**src/rtl/fifo_wptr_full.sv**
```systemverilog
// fifo_wptr_full: write-side pointer, full/almost-full, level and sticky overflow logic of an async FIFO.
module fifo_wptr_full #(
  parameter int ADDR_WIDTH = 4,
  parameter int ALMOST_FULL_MARGIN = 2
) (
  input  logic                  clk,
  input  logic                  rst,
  input  logic                  winc,
  input  logic [ADDR_WIDTH:0]   wq2_rptr,
  input  logic                  woverflow_clr,
  output logic [ADDR_WIDTH-1:0] waddr,
  output logic [ADDR_WIDTH:0]   wptr,
  output logic                  wen,
  output logic                  wfull,
  output logic                  walmost_full,
  output logic [ADDR_WIDTH:0]   wlevel,
  output logic                  woverflow
);
  localparam int DEPTH = 1 << ADDR_WIDTH;
  localparam logic [ADDR_WIDTH:0] AF_THRESH = (ADDR_WIDTH+1)'(DEPTH - ALMOST_FULL_MARGIN);
  logic [ADDR_WIDTH:0] wbin_q, wbin_d, wptr_q, wptr_d, wlevel_q, wlevel_d, rbin;
  logic wfull_q, wfull_d, walmost_full_q, walmost_full_d, woverflow_q, woverflow_d;
  always_comb begin
    wen = winc && !wfull_q && !rst;
    wbin_d = wbin_q + {{ADDR_WIDTH{1'b0}}, wen};
    wptr_d = wbin_d ^ (wbin_d >> 1);
    for (int i = 0; i <= ADDR_WIDTH; i++) rbin[i] = ^(wq2_rptr >> i);
    wlevel_d = wbin_d - rbin;
    // full when the pointers differ only in the top two Gray bits
    wfull_d = wptr_d == {~wq2_rptr[ADDR_WIDTH:ADDR_WIDTH-1], wq2_rptr[ADDR_WIDTH-2:0]};
    walmost_full_d = wlevel_d >= AF_THRESH;
    woverflow_d = (winc && wfull_q) || (woverflow_q && !woverflow_clr);
  end
  always_ff @(posedge clk) begin
    if (rst) begin
      wbin_q <= '0;
      wptr_q <= '0;
      wlevel_q <= '0;
      wfull_q <= 1'b0;
      walmost_full_q <= 1'b0;
      woverflow_q <= 1'b0;
    end else begin
      wbin_q <= wbin_d;
      wptr_q <= wptr_d;
      wlevel_q <= wlevel_d;
      wfull_q <= wfull_d;
      walmost_full_q <= walmost_full_d;
      woverflow_q <= woverflow_d;
    end
  end
  assign waddr = wbin_q[ADDR_WIDTH-1:0];
  assign wptr = wptr_q;
  assign wfull = wfull_q;
  assign walmost_full = walmost_full_q;
  assign wlevel = wlevel_q;
  assign woverflow = woverflow_q;
endmodule

```
**config.mk**
```make
export PLATFORM = sky130hd
export DESIGN_NAME = fifo_wptr_full
export DESIGN_NICKNAME = d
export VERILOG_FILES = /design/src/rtl/fifo_wptr_full.sv
export SDC_FILE = /design/constraint.sdc
export NUM_CORES = 1
export LEC_CHECK = 0
export CAP_MARGIN = 10
export CORE_MARGIN = 8
export CORE_UTILIZATION = 45
export DETAILED_ROUTE_END_ITERATION = 12
export GPL_ROUTABILITY_DRIVEN = 0
export PLACE_DENSITY = 0.78
export SYNTH_ARGS = -nofsm -noshare
export SYNTH_HDL_FRONTEND = slang
export SYNTH_SLANG_ARGS = --single-unit
```
**constraint.sdc**
```tcl
create_clock -name clk -period 3.5 [get_ports clk]
set_clock_uncertainty 0.1 [all_clocks]
set_input_delay 1.05 -clock clk [delete_from_list [all_inputs] [get_ports clk]]
set_output_delay 1.05 -clock clk [all_outputs]
set_load 0.05 [all_outputs]
```
Yosys cells after proc, flatten, opt, wreduce, memory -nomap -nowiden
Cells that the tools add are included.
{ "totals": {"register_bits": 18, "latchBits": 0, "mem_bits_rw": 0, "mem_bits_ro": 0, "input_bits": 9, "out_inout_bits": 18, "wordCells": 25, "mem_count": 0} }
{ "classes": {"add_sub_neg": 2, "n_mul": 0, "n_div": 0, "order_cmp": 1, "n_eq_ne": 1, "shifts": 0, "mux": 0, "bitwise_logic": 2, "reduce_logical": 13} }
{ "ops": {"columns": ["cell", "count"], "rows": [
  ["$reduce_xor 5->1", 5],
  ["$add 5x1->5", 1],
  ["$eq 5x5->1", 1],
  ["$ge 5x4->1 const B", 1],
  ["$sub 5x5->5", 1],
  ["$xor 5x4->5", 1],
  ["$logic_and 1x1->1", 4],
  ["$logic_not 1->1", 3],
  ["$not 2->2", 1],
  ["$logic_or 1x1->1", 1]
]} }

Logic depth before layout (Yosys ltp)
{ "logic_depth": {"ltp_word": 6, "depth_mapped": 11, "ltp_nobuf": 11} }

Worst setup path after synthesis
OpenSTA, ideal clock, no wires.
{ "synth_timing": {"kind": "input to register", "startpoint": "input port rst", "endpoint": "register wlevel_q[3], in the netlist wlevel[3]", "setup_ns": 0.116, "t_arrival_ns": 4.303, "required_time_ns": 3.284, "setup_slack_ns": -1.019, "path_stages": 9, "n_path_buf": 1, "path_cell_list": "clkbuf_1 -> nor3b_1 -> ha_1 -> ha_1 -> xor2_2 -> ha_1 -> o21a_1 -> or3_1 -> and3b_1"} }
{ "synth_via": {"elab_chain_cells": 4} }
{ "synth_rtl": {"columns": ["item", "line_no", "rtl"], "rows": [
  ["from (decl)", "7", "input logic rst,"],
  ["$logic_not 1->1", "24", "wen = winc && !wfull_q && !rst;"],
  ["$logic_and 1x1->1", "24", null],
  ["named net wen", "13", "output logic wen,"],
  ["$add 5x1->5", "25", "wbin_d = wbin_q + {{ADDR_WIDTH{1'b0}}, wen};"],
  ["named net wbin_d[2]", "21", "logic [ADDR_WIDTH:0] wbin_q, wbin_d, wptr_q, wptr_d, wlevel_q, wlevel_d, rbin;"],
  ["$sub 5x5->5", "28", "wlevel_d = wbin_d - rbin;"],
  ["to (signal assigned)", "45", "wlevel_q <= wlevel_d;"],
  ["to (decl)", "21", null]
]} }
The timed path passes the listed nets, and every way through them passes these cells.
A chain may end at the register's enable or synchronous reset.

Worst setup path after layout
{ "layout_timing": {"startpoint": "input port wq2_rptr[4]", "endpoint": "register wlevel_q[3], in the netlist wlevel[3]"} }
{ "layout_via": {"elab_chain_cells": 2, "word_cells_on_any_way": 5, "classes_between": "add/sub: 1; reduce/logical: 4"} }
{ "layout_rtl": {"columns": ["item", "line_no", "rtl"], "rows": [
  ["from (decl)", "9", "input logic [ADDR_WIDTH:0] wq2_rptr,"],
  ["$reduce_xor 5->1", "27", "for (int i = 0; i <= ADDR_WIDTH; i++) rbin[i] = ^(wq2_rptr >> i);"],
  ["$sub 5x5->5 (*)", "28", null]
]} }
Mark *: on every way between the ends. The rest lies on a longest branch, timed or not.

==> key figures <==
Logic synthesis
  – Yosys top cell area share: 39.1%
  – Async S/R FF share, synth: 0%
  – Syn Nets: 107
  – Avg Cell Area, Syn: 9.57 um^2
  – Cell variety after synth: 27
  – Number of synthesized flops with an enable pin: 0
  – Flops & latches, synth: 17
  – Top cells by area, synth: dfxtp_1, xnor2_1, ha_1, xor2_1, nor2_1
  – Post-Syn Instances: 91
  – Primary FF master, synth: dfxtp_1
  – Yosys top cell by area: dfxtp_1
  – YS warnings: 0
  – Netlist Area Pre-Place: ~870 um^2
  – Sequential fraction of the synthesis area: 39.1%

Layout
  – Nets: 152
  – Layout area overhead: 61.4%
  – Diodes inserted: 0
  – Fin cells: 162
  – Final Util: between 70% and 80%
  – Layout cells sized above 1: between 20 and 25%
  – Design area: 1410 um^2
  – Fill cells: 137

Clock tree
  – Clock-pin slew on the worst setup and hold paths: 0.09 ns
  – Root buf cell: clkbuf_4
  – Clock buffer depth: 2
  – Sinks on Clock Net: 17
  – H-tree lvl count: 1
  – CTS tree: yes
  – Worst skew pair latency: 0.29 ns
  – CTS Buf Count: 3

Route
  – Initial DRC Count: 9
  – 1st-pass router iterations: 4
  – Routed Antenna Nets: 0
  – Routed WL per cell: roughly 13 um
  – Via/cell ratio: 4.80
  – DRT Wirelength: 2.04 mm
  – Drc violations: 0
  – Via count: 778

Timing
  – Final hold vios: 0
  – WHS: 0.382 ns
  – Crit share post-route: 97.4%
  – Slew HR: 66.5%
  – Setup TNS: 0 ns
  – Final Max Tran Viols: 0
  – Setup violators final: 0
  – Minimum clock period: 3.41 ns
  – Fmax: between 200 and 300 MHz
  – Slew @ Worst Pin: 0.501 ns

Global routing
  – Initial antenna violation count: 0
  – Vias in the first global route: 750
  – GRT Util Overall: 11.6%
  – Largest net degree at the start of global routing: 18
  – Grt ovf: 0
  – First-pass GRT wire length: 3.13 mm

Critical path
  – Critical-path cell list: clkdlybuf4s50_1 -> xnor2_2 -> xor2_2 -> xor2_2 -> buf_4 -> buf_4 -> ha_4 -> nor2b_1 -> o21a_1 -> or3_1 -> and3b_1
  – CP max FO: 2
  – Top Family by Delay on Critical Path: buffers and inverters
  – CP required: 3.59 ns
  – Slowest cell delay on critical path: between 0.4 and 0.5 ns
  – Critical path class: in2reg
  – Worst Setup Start Kind: input pin
  – Buf/Inv on CP: 3
  – Critical Path End Type: flip-flop
  – CP arrival: 3.50 ns
  – Slowest cell on the critical path: clkdlybuf4s50_1

Floorplan
  – Row count: 16
  – Top Ports: 27
  – DIE WIDTH: 60.0 um
  – Die area: around 3600 um^2
  – Initial Util: between 40 and 50%
  – Die Y: 60.0 um
  – Core Region: 1900 um^2

Power
  – Pwr dens: ~400 nW/um^2
  – Leakage: 0.594 nW
  – Peak supply drop: between 0.2 and 0.3 mV

Place
  – DP HPWL: 1.60 mm
  – Inst Count DP: 156
  – IO buf count: 26
  – Placed cell areas: 1340 um^2

Run status
  – Outcome: completed

Flow run
  – Max-cap violations: 0

Worst hold path
  – Hold Crit Class: reg2reg
==> where the power goes <==
part	internal (mW)	total [mW]	switching [mW]
registers	0.211	0.216	0.00518
logic	0.107	0.242	0.135
clock network	0.0426	0.104	0.0615
total	0.361	0.562	0.202
==> logic make-up (layout without fill, tap and decap cells) <==
kind of cell	after synthesis	count (layout)	share of synthesized area [%]
DFF	17	17	39.1
xor gates and xnor gates	19	19	21.6
muxes	1	1	1.29
buffers and inverters	6	50	2.59
adders and majority gates	7	7	10.9
and+or+nand+nor	33	33	19.3
AOI/OAI and AO/OA	8	8	5.32
==> repair_timing <==
item / 4_1_cts / 5_1_grt
resized for setup: 0 / 5
endpoints found under the setup margin: 0 / 3
hold buffers: 0 / 0
setup buffers: 0 / 2
==> per-stage QoR <==
| step | worst slack, ns | total power [mW] |
|---|---|---|
| after floorplan | -0.0378 | 0.370 |
| after global placement | -0.163 | 0.448 |
| after detailed placement | -0.212 | 0.452 |
| after CTS | 0.0323 | 0.554 |
| after global routing | -0.0643 | 0.593 |
| final | 0.0920 | 0.562 |
==> worst paths after layout <==
path,slack (ns),end,from,cells past startpoint
setup / recovery,0.09,wlevel[3],wq2_rptr[4],11
hold / removal,0.38,woverflow,woverflow,2
setup reg to reg,1.14,wlevel[3],wfull,8
hold reg to reg,0.38,woverflow,woverflow,2
==> registers in the layout (all words and copies together) (netlist names) <==
name and count:
wfull 1, wlevel 5, wptr 4, wbin_q 5, woverflow 1, walmost_full 1
==> placed cells by master (no fill, tap or decap) <==
cell type	instances
a21o_1	1
a21oi_1	4
a31oi_1	1
and2_1	1
and3_1	1
and3b_1	1
buf_12	1
buf_4	16
clkbuf_4	3
clkdlybuf4s50_1	24
clkinv_2	1
dfxtp_1	17
dlymetal6s2s_1	1
fa_2	1
ha_1	2
ha_2	1
ha_4	3
inv_1	4
mux2_2	1
nand2_1	4
nand2b_1	1
nand3_1	3
nor2_1	13
nor2b_1	4
nor3_1	2
nor3b_4	1
nor4_2	1
o21a_1	1
o21ai_0	1
or3_1	1
xnor2_1	9
xnor2_2	1
xnor3_1	1
xor2_1	5
xor2_2	2
xor2_4	1
==> metal layers <==
layer  wire length (um)  vias up  global-route usage, %
li1                   -      387                      -
met1                785      355                   11.2
met2               1100       27                   22.2
met3                112        9                   1.94
met4                 40        0                   7.14
met5                  0        -                      0
==> synthesized netlist by cell type (2+ instances only) <==
cell,n
a21oi_1,4
clkbuf_1,2
dfxtp_1,17
ha_1,6
inv_1,4
nand2_1,4
nand3_1,3
nor2_1,13
nor2b_1,4
nor3_1,2
xnor2_1,10
xor2_1,7
==> tightest hold or removal path: stages (launching register included) <==
cell	delay (ns)
dfxtp_1	0.32
nand2b_1	0.07
a21oi_1	0.05
==> final cells by class <==
class,count,area (um^2),area share [%]
tap,27,33.8,2.40
timing repair buffer,42,393,28.0
clock buffer,3,22.5,1.60
sequential,17,340,24.2
multi-input combinational,68,596,42.4
clock inverter,1,5.00,0.356
inverter,4,15.0,1.07
Power figures use the tool's default switching activity.
